## src/rtl/wbus_writeback_stage.sv

```systemverilog
// ---------------------------------------------------------------------------
// wbus_writeback_stage
//   Registered W-bus select between execute and the register-file write port.
//   One of NUM_SRC result sources is chosen per instruction. The choice is
//   presented as a single write-back beat with valid/ready handshakes on both
//   sides. The MEM_SRC source is a load: its data comes from mem_rdata, and
//   the stage holds off upstream until mem_rvalid arrives.
//
//   Optional feature: define WBUS_TIMEOUT_EN to bound the load wait to
//   TIMEOUT cycles. An expired wait issues an error beat.
//
// Ports
//   clk, reset          clock, synchronous active-high reset
//   in_valid/in_ready   upstream handshake
//   in_sel, in_rd       source select and destination register
//   src_data            packed sources, source i at [i*BITS +: BITS]
//   mem_rdata/rvalid    load return data (1-cycle pulse)
//   wb_valid/wb_ready   downstream handshake
//   wb_data, wb_rd      write-back payload
//   wb_err              bad select or load timeout; data forced to 0
// ---------------------------------------------------------------------------
module wbus_writeback_stage #(
    parameter int BITS     = 16,
    parameter int NUM_SRC  = 4,
    parameter int SEL_BITS = 2,
    parameter int MEM_SRC  = 1,
    parameter int REG_BITS = 3,
    parameter int TIMEOUT  = 15
) (
    input  logic                    clk,
    input  logic                    reset,
    input  logic                    in_valid,
    output logic                    in_ready,
    input  logic [SEL_BITS-1:0]     in_sel,
    input  logic [REG_BITS-1:0]     in_rd,
    input  logic [NUM_SRC*BITS-1:0] src_data,
    input  logic [BITS-1:0]         mem_rdata,
    input  logic                    mem_rvalid,
    output logic                    wb_valid,
    input  logic                    wb_ready,
    output logic [BITS-1:0]         wb_data,
    output logic [REG_BITS-1:0]     wb_rd,
    output logic                    wb_err
);

    // Reject configurations the select/timeout logic cannot represent.
    if (NUM_SRC < 2 || (1 << SEL_BITS) < NUM_SRC || MEM_SRC >= NUM_SRC || TIMEOUT < 1) begin : g_param_check
        $error("wbus_writeback_stage: illegal parameter combination");
    end

    typedef enum logic {IDLE, WAIT_MEM} state_t;

    state_t              state;
    logic [REG_BITS-1:0] load_rd;
    logic [BITS-1:0]     sel_data;
    logic                sel_ok;
    logic                is_mem;
    logic                accept;
    logic                drain;

`ifdef WBUS_TIMEOUT_EN
    localparam int CNT_W = $clog2(TIMEOUT + 1);
    logic [CNT_W-1:0] to_cnt;
`endif

    // Source mux. Selects at or above NUM_SRC leave sel_ok low, which turns
    // the beat into an error beat.
    always_comb begin
        sel_data = '0;
        sel_ok   = 1'b0;
        for (int i = 0; i < NUM_SRC; i++) begin
            if (in_sel == SEL_BITS'(i)) begin
                sel_data = src_data[i*BITS +: BITS];
                sel_ok   = 1'b1;
            end
        end
    end

    assign is_mem = (in_sel == SEL_BITS'(MEM_SRC));
    assign drain  = wb_valid && wb_ready;
    // Masked during reset so that nothing upstream sees a handshake while the
    // stage is being cleared.
    assign in_ready = !reset && (state == IDLE) && (!wb_valid || wb_ready);
    assign accept   = in_valid && in_ready;

    always_ff @(posedge clk) begin
        if (reset) begin
            state    <= IDLE;
            load_rd  <= '0;
            wb_valid <= 1'b0;
            wb_data  <= '0;
            wb_rd    <= '0;
            wb_err   <= 1'b0;
`ifdef WBUS_TIMEOUT_EN
            to_cnt   <= '0;
`endif
        end else begin
            // A drained beat frees the slot. A load in the same cycle below
            // overrides this, which gives back-to-back beats with no bubble.
            if (drain)
                wb_valid <= 1'b0;

            case (state)
                IDLE: begin
                    if (accept) begin
                        if (is_mem) begin
                            load_rd <= in_rd;
                            state   <= WAIT_MEM;
`ifdef WBUS_TIMEOUT_EN
                            to_cnt  <= '0;
`endif
                        end else begin
                            wb_valid <= 1'b1;
                            wb_rd    <= in_rd;
                            wb_data  <= sel_ok ? sel_data : '0;
                            wb_err   <= !sel_ok;
                        end
                    end
                end
                WAIT_MEM: begin
                    // The output slot was free or draining when this state was
                    // entered, and nothing else loads it here, so the load
                    // result always has a free slot.
                    if (mem_rvalid) begin
                        wb_valid <= 1'b1;
                        wb_data  <= mem_rdata;
                        wb_rd    <= load_rd;
                        wb_err   <= 1'b0;
                        state    <= IDLE;
                    end
`ifdef WBUS_TIMEOUT_EN
                    // to_cnt counts the wait cycles already spent without data.
                    // The TIMEOUT-th empty cycle issues the error beat.
                    else if (to_cnt == CNT_W'(TIMEOUT - 1)) begin
                        wb_valid <= 1'b1;
                        wb_data  <= '0;
                        wb_rd    <= load_rd;
                        wb_err   <= 1'b1;
                        state    <= IDLE;
                    end else begin
                        to_cnt <= to_cnt + 1'b1;
                    end
`endif
                end
                default: state <= IDLE;
            endcase
        end
    end

endmodule

```

## config.mk

```make
export PLATFORM = sky130hd
export DESIGN_NAME = wbus_writeback_stage
export DESIGN_NICKNAME = d
export VERILOG_FILES = /design/src/rtl/wbus_writeback_stage.sv
export SDC_FILE = /design/constraint.sdc
export NUM_CORES = 1
export LEC_CHECK = 0
export CORE_ASPECT_RATIO = 2
export CORE_MARGIN = 8
export CORE_UTILIZATION = 30
export CTS_BUF_LIST = sky130_fd_sc_hd__clkbuf_4 sky130_fd_sc_hd__clkbuf_8
export DETAILED_ROUTE_END_ITERATION = 10
export MAX_ROUTING_LAYER = met4
export PLACE_DENSITY_LB_ADDON = 0.3
export REMOVE_ABC_BUFFERS = 1
export SLEW_MARGIN = 20
export SYNTH_ARGS = -nofsm -noshare
export SYNTH_HDL_FRONTEND = slang
export SYNTH_SLANG_ARGS = --single-unit
```

## constraint.sdc

```tcl
create_clock -name clk -period 2.24 [get_ports clk]
set_input_delay 0.336 -clock clk [delete_from_list [all_inputs] [get_ports clk]]
set_output_delay 0.336 -clock clk [all_outputs]
set_load 0.05 [all_outputs]
```

Word-level counts from Yosys, hierarchy flattened
Index checks and enable logic that the tools add are counted.

Input bits: 90. Register bits: 25.

Reductions and logical operators: 11. Bitwise logic cells: 1. Eq/ne operators: 6. Muxes and demuxes: 29.

Operator list (count): $mux W16 (7); $pmux W16 S2 (1); $mux W1 (14); $mux W3 (3); $ne A2 B2 Y1 const B (3); $pmux W1 S2 (3); $pmux W3 S2 (1); $reduce_and A3 Y1 (2); $eq A2 B2 Y1 const B (2); $logic_and A1 B1 Y1 (4); $logic_not A1 Y1 (3); $eq A2 B1 Y1 const B (1); $logic_not A2 Y1 (1); $logic_or A1 B1 Y1 (1); $not A1 Y1 (1).

Depth between registers and ports, before layout
Gate-level depths: netlist of the first run.

Depth after elaboration: 9. Depth in mapped cells: 7. Depth with buffers taken out: 4.

Worst setup path before layout of the first run
Ideal clock, no wire load.

Kind: reg-to-output. Start: reg wb_valid. End: out in_ready. Arrival time: 1.389 ns. Cell stages (with the launch flop): 3. Required time: 1.904 ns. Path buffers: 0. Slack: 0.515 ns. Cell sequence: dfxtp_1 > nor2b_1 > nor2_1.

Cells in the longest elaborated chain, start to end: 3.

Ends and longest elaborated chain: start: declaration (line 39) `output logic wb_valid,`; start signal: assignment (line 90) `wb_valid <= 1'b0;`; start signal: assignment (line 101) `wb_valid <= 1'b0;`; start signal: assignment (line 113) `wb_valid <= 1'b1;`; $logic_not A1 Y1 (line 83) `assign in_ready = !reset && (state == IDLE) && (!wb_valid || wb_ready);`; $logic_or A1 B1 Y1 (line 83); $logic_and A1 B1 Y1 (line 83); end: declaration (line 33) `output logic in_ready,`.

Every way passes these cells.

Final worst setup path of the first run
Start: reg wb_data[2]. End: out wb_data[2].

RTL lines: start: declaration (line 41) `output logic [BITS-1:0] wb_data,`; start signal: assignment (line 115) `wb_data <= sel_ok ? sel_data : '0;`; start signal: assignment (line 126) `wb_data <= mem_rdata;`.

No word-level cell between the ends.

==> run summary, run 1 <==
Setup_tns = 0 ns
Core Rows = 38
Comb power frac = 35.3%
P_leak = 1.02 nW
Hold buffers post-CTS = 0
Distinct cells, synth = 21
Die ar. = 8240 sq um
Number of global-route vias before repair = 1794
DP Wirelength = 4240 um
P_sw = 358 uW
Clock transition at path regs = 0.09 ns
Dominant cells by area after synthesis = dfxtp_1 (30%), mux2i_1 (13%), o41ai_1 (8.5%)
Synth Cell Area = 1640 sq um
First-pass GRT wire length = 8460 um
Most common flop cell mapped by yosys = dfxtp_1
Die Span X = 68.3 um
Congestion Overflow GR = 0
Critical Path Source Type = register
Final setup margin = 0.445 ns
Worst-Skew Late Latency = 0.27 ns
Post-CTS setup buffer count = 0
Number of synthesized flops with an enable pin = 0
Clk_skew = 0.00177 ns
Count of pins over their slew limit = 0
Vias per inst = 4.95
GP Congestion = 0.796
Non-Filler Instances = 351
Net switching fraction of the power = 30.7%
Fin. Hold Viols = 0
Async SR Flop Fraction = 0%
Cells on worst reg2reg path = 6
Total Routing Usage GR = 13.5%
Critical path class = reg2out
DP Worst Slack = 0.213 ns
Share of layout cells above drive strength 1 = 11.0%
Delay-heaviest family, CP = buffers and inverters
IO Port Bufs = 95
Reg2Reg Launch Point = state
Yosys warnings = 0
HP Start = wb_data[15]
P per Cell Area = 431 nW/um^2
Root Driver = clkbuf_8
Hold path depth = 2
Share of the synthesized area in the top cell type = 30.5%
Max-cap violations = 0
DRC viols = 0
DR vias = 1736
Area Growth Syn to Fin = 64.7%
Worst min path class = reg2reg
Final net count = 382
H-tree depth = 1
Synth Area per Inst = 8.09 sq um
Largest net degree at the start of global routing = 55
Crit path depth = 1
Antenna violations before repair = 0
DIE HEIGHT = 121 um
Starting Density = 30.6%
Synth Instances = 203
Status = finished, final reports clean
Crit end category = output pin
Initial DRC Count = 53
Final Cycle Share = 80.2%
Core area = 5370 sq um
Int Power = 807 uW
Largest area contributor in the netlist = dfxtp_1
CP Max Fanout = 2
Diode count = 0
CP Launch Point = wb_data[2]
Critical-path top delay cell = clkdlybuf4s50_1
Final min period = 1.80 ns
Post-synthesis sequential area ratio = 30.5%
Sequential share of power = 40.6%
Fill count = 528
Post-route ant nets = 0
Detailed Route WL = 5420 um
Detailed-routing iteration count for the pre-antenna-repair pass = 4
Clk sink count = 25
Worst endpoint required time = 1.90 ns
Routed len/inst = 15.4 um
Critical path arrival = 1.46 ns
Placed insts = 347
TritonCTS clock tree = yes
CP bufs+invs = 1
CTS Buffer Depth = 2
Final setup fails = 0
Total power = 1.16 mW
Worst rel slew slack = 63.0%
RSZ-0062 raised after global routing = false
Power share of the clock group = 24.1%
CTS buffer count = 3
Post-CTS sizing = 0
CP cell instances = clkdlybuf4s50_1
Worst vdd ir = 0.000332 V
IO Pins = 112
Worst-Margin Slew = 0.553 ns
Max stage delay on crit path = 0.85 ns
FF+latch count, synth = 25
Max Clk Rate = 0.557 GHz
logic make-up (layout without fill, tap and decap cells):
kind of cell / Yosys count / in the layout / share of synthesized area (%)
AOI/OAI and AO/OA: 55 / 55 / 25.8
buffers and inverters: 37 / 125 / 10.7
DFF: 25 / 25 / 30.5
muxes: 22 / 22 / 13.4
and+or+nand+nor: 64 / 64 / 19.6
cell usage after synthesis, types with 2 or more instances:
cell / instances
a211oi_1: 3
a21oi_1: 10
a21oi_2: 8
buf_2: 5
buf_6: 4
clkbuf_1: 11
dfxtp_1: 25
inv_1: 17
mux2i_1: 22
nand2_1: 33
nand2b_1: 2
nor2_1: 8
nor2b_1: 2
nor3b_1: 17
o21ai_1: 10
o21ai_2: 6
o41ai_1: 16
placed cells by master, fill, tap and decap left out:
master           netlist  final
a21oi_2                8      8
nand2_1               33     33
or2_4                  1      1
buf_4                  0      7
o41ai_4                1      1
o21ai_1               10     10
nand2b_1               2      2
clkdlybuf4s50_1        0     93
dfxtp_2                0      1
inv_1                 17     17
nand4_1                1      1
buf_2                  5      1
o41a_1                 1      1
a211oi_1               3      3
buf_12                 0      3
o21ai_2                6      6
clkinvlp_4             0      1
nor3b_1               17     17
mux2i_1               22     22
o41ai_1               16     16
dfxtp_1               25     24
a21oi_1               10     10
nor2b_1                2      2
nor2_1                 8      8
clkbuf_8               0      3
state kept, by name, summed over array words and instances (netlist names):
name,flops
wb_err,1
state,1
wb_data,16
load_rd,3
wb_rd,3
wb_valid,1
per-layer routing:
layer  global-route usage [%]  wire, um  up-vias
met1                     13.2      1950      790
met2                     25.2      3150       50
met3                     1.30       187        8
met4                     5.29       138        0
met5                        -         0        -
li1                         -         -      888
final timing paths:
| kind | end | slack [ns] |
|---|---|---|
| hold reg to reg | wb_data[15] | 0.46 |
| setup / recovery | wb_data[2] | 0.44 |
| setup reg to reg | wb_rd[2] | 0.59 |
| hold / removal | wb_data[15] | 0.46 |
through the flow:
stage / util (%) / area (sq um) / hold WS, ns
final: 50.3 / 2700 / 0.458
after global routing: 50.3 / 2700 / 0.485
after CTS: 50.3 / 2700 / 0.458
after detailed placement: 49.4 / 2660 / 0.447
after global placement: 49.4 / 2660 / 0.438
after floorplan: - / 1530 / 0.398
area by class of cell:
| cell class | instances | area (sq um) | area share [%] |
|---|---|---|---|
| multi-input cells | 141 | 966 | 35.7 |
| inverters | 17 | 63.8 | 2.36 |
| flip-flops and latches | 25 | 502 | 18.6 |
| well taps | 60 | 75.1 | 2.78 |
| clock inverters | 1 | 7.51 | 0.278 |
| repair buffers | 104 | 1050 | 38.8 |
| clock buffers | 3 | 41.3 | 1.53 |
power by group through the flow:
stage | clock network (mW) | registers (mW) | logic [mW]
final | 0.280 | 0.473 | 0.411
after global routing | 0.312 | 0.476 | 0.440
after CTS | 0.298 | 0.474 | 0.416
after detailed placement | 0 | 0.484 | 0.415
after global placement | 0 | 0.483 | 0.411
after floorplan | 0 | 0.550 | 0.110
Note: power is estimated with default switching activity, not from simulation.
==> run 2, diff against run 1 <==
==> constraint.sdc (replaced) <==
create_clock -name clk -period 1.7 [get_ports clk]
set_input_delay 0.255 -clock clk [delete_from_list [all_inputs] [get_ports clk]]
set_output_delay 0.255 -clock clk [all_outputs]
set_load 0.05 [all_outputs]
==> run summary, run 2 (synthesis gave the netlist of run 1 again) <==
Final net count = 388
Max Clk Rate = 0.611 GHz
Largest net degree at the start of global routing = 33
Critical path arrival = 1.82 ns
P per Cell Area = 568 nW/um^2
Worst endpoint required time = 1.88 ns
Worst vdd ir = 0.000449 V
Fin. Hold Viols = 0
CTS Buffer Depth = 2
Initial DRC Count = 51
TritonCTS clock tree = yes
Critical Path Source Type = input pin
Routed len/inst = 15.2 um
Congestion Overflow GR = 0
Die ar. = 8240 sq um
First-pass GRT wire length = 8630 um
Hold buffers post-CTS = 0
Root Driver = clkbuf_8
Finished Cell Area = 2700 sq um
Total power = 1.53 mW
Worst rel slew slack = 70.9%
IO Port Bufs = 95
P_leak = 1.09 nW
CP Max Fanout = 12
Share of layout cells above drive strength 1 = 19.9%
CTS buffer count = 3
Core area = 5370 sq um
Clock transition at path regs = 0.08 ns
Reg2reg end = wb_rd[1]
Max-cap violations = 0
DP Worst Slack = -0.236 ns
RSZ-0062 raised after global routing = false
Post-CTS setup buffer count = 0
Detailed Route WL = 5430 um
DIE HEIGHT = 121 um
Final setup fails = 0
P_sw = 453 uW
Final setup margin = 0.0626 ns
HP Start = wb_data[3]
IO Pins = 112
Total Routing Usage GR = 13.8%
DP Wirelength = 4370 um
R2R setup slack = 0.21 ns
Core Rows = 38
WHS Endpoint = wb_data[3]
Status = finished, final reports clean
Power share of the clock group = 23.8%
Clk sink count = 25
Number of global-route vias before repair = 1867
Dpl cell area = 2650 sq um
Sequential share of power = 40.8%
Setup_tns = 0 ns
Post-CTS sizing = 0
Worst-Skew Late Latency = 0.26 ns
Largest register FFs = 16
Most common cell after layout, fill and taps aside = clkdlybuf4s50_1
Post-route ant nets = 0
DR vias = 1780
Int Power = 1.08 mW
Antenna violations before repair = 0
Top reg by flops = wb_data
Comb power frac = 35.4%
Crit end category = register
Detailed-routing iteration count for the pre-antenna-repair pass = 4
Count of pins over their slew limit = 0
GP Congestion = 0.784
Cells on worst reg2reg path = 5
Final Cycle Share = 96.3%
Worst min path class = reg2reg
Reg2Reg Launch Point = state
Die Span X = 68.3 um
Post-layout util = 50.2%
Worst-Margin Slew = 0.430 ns
Vias per inst = 4.99
Hold path depth = 2
Area Growth Syn to Fin = 64.3%
Diode count = 0
Net switching fraction of the power = 29.6%
Critical path class = in2reg
Starting Density = 30.6%
Commonest non-fill, non-tap cells in the layout = clkdlybuf4s50_1 (72), buf_4 (34), nand2_1 (33)
DRC viols = 0
Final min period = 1.64 ns
Clk_skew = 0.00213 ns
H-tree depth = 1
Top flop regs = wb_data (16), load_rd (3), wb_rd (3)
-- run 2: layout make-up --
class / instances / area (sq um)
Inverter: 17 / 63.8
Multi-Input combinational cell: 141 / 966
Timing Repair Buffer: 110 / 1040
Fill cell: 544 / 2680
Sequential cell: 25 / 502
Tap cell: 60 / 75.1
Clock buffer: 4 / 48.8
-- run 2: stage by stage --
stage	cells	hold slack, ns
finish	357	0.454
global route	357	0.482
CTS	357	0.456
detailed placement	353	0.443
global placement	353	0.440
floorplan	183	0.317
-- run 2: worst max-delay path by stage --
stage / startpoint / endpoint / slack (ns) / depth (start not counted)
after floorplan: state / wb_data[11] / -0.72 / 4
after global placement: reset / wb_rd[0] / -0.19 / 6
after detailed placement: reset / wb_rd[0] / -0.24 / 6
after CTS: reset / wb_rd[0] / 0.05 / 6
after global routing: reset / wb_rd[2] / 0.01 / 6
final: reset / wb_rd[1] / 0.06 / 6
-- run 2: layer usage --
layer	wire, um	vias up	GRT usage (%)
li1	-	902	-
met3	183	6	1.11
met5	0	-	-
met2	3230	46	26.3
met1	1920	826	13.5
met4	93	0	4.90
-- run 2: power by group through the flow --
stage	registers (mW)	logic (mW)	clock network (mW)
after floorplan	0.725	0.145	0
after global placement	0.637	0.543	0
after detailed placement	0.638	0.547	0
after CTS	0.624	0.548	0.386
after global routing	0.627	0.581	0.405
final	0.624	0.542	0.365
-- run 2: worst max-delay path, stage by stage --
cell and delay, ns:
clkdlybuf4s50_1 0.47, or2_4 0.28, o41ai_4 0.30, buf_4 0.25, nor2_1 0.06, a211oi_1 0.20
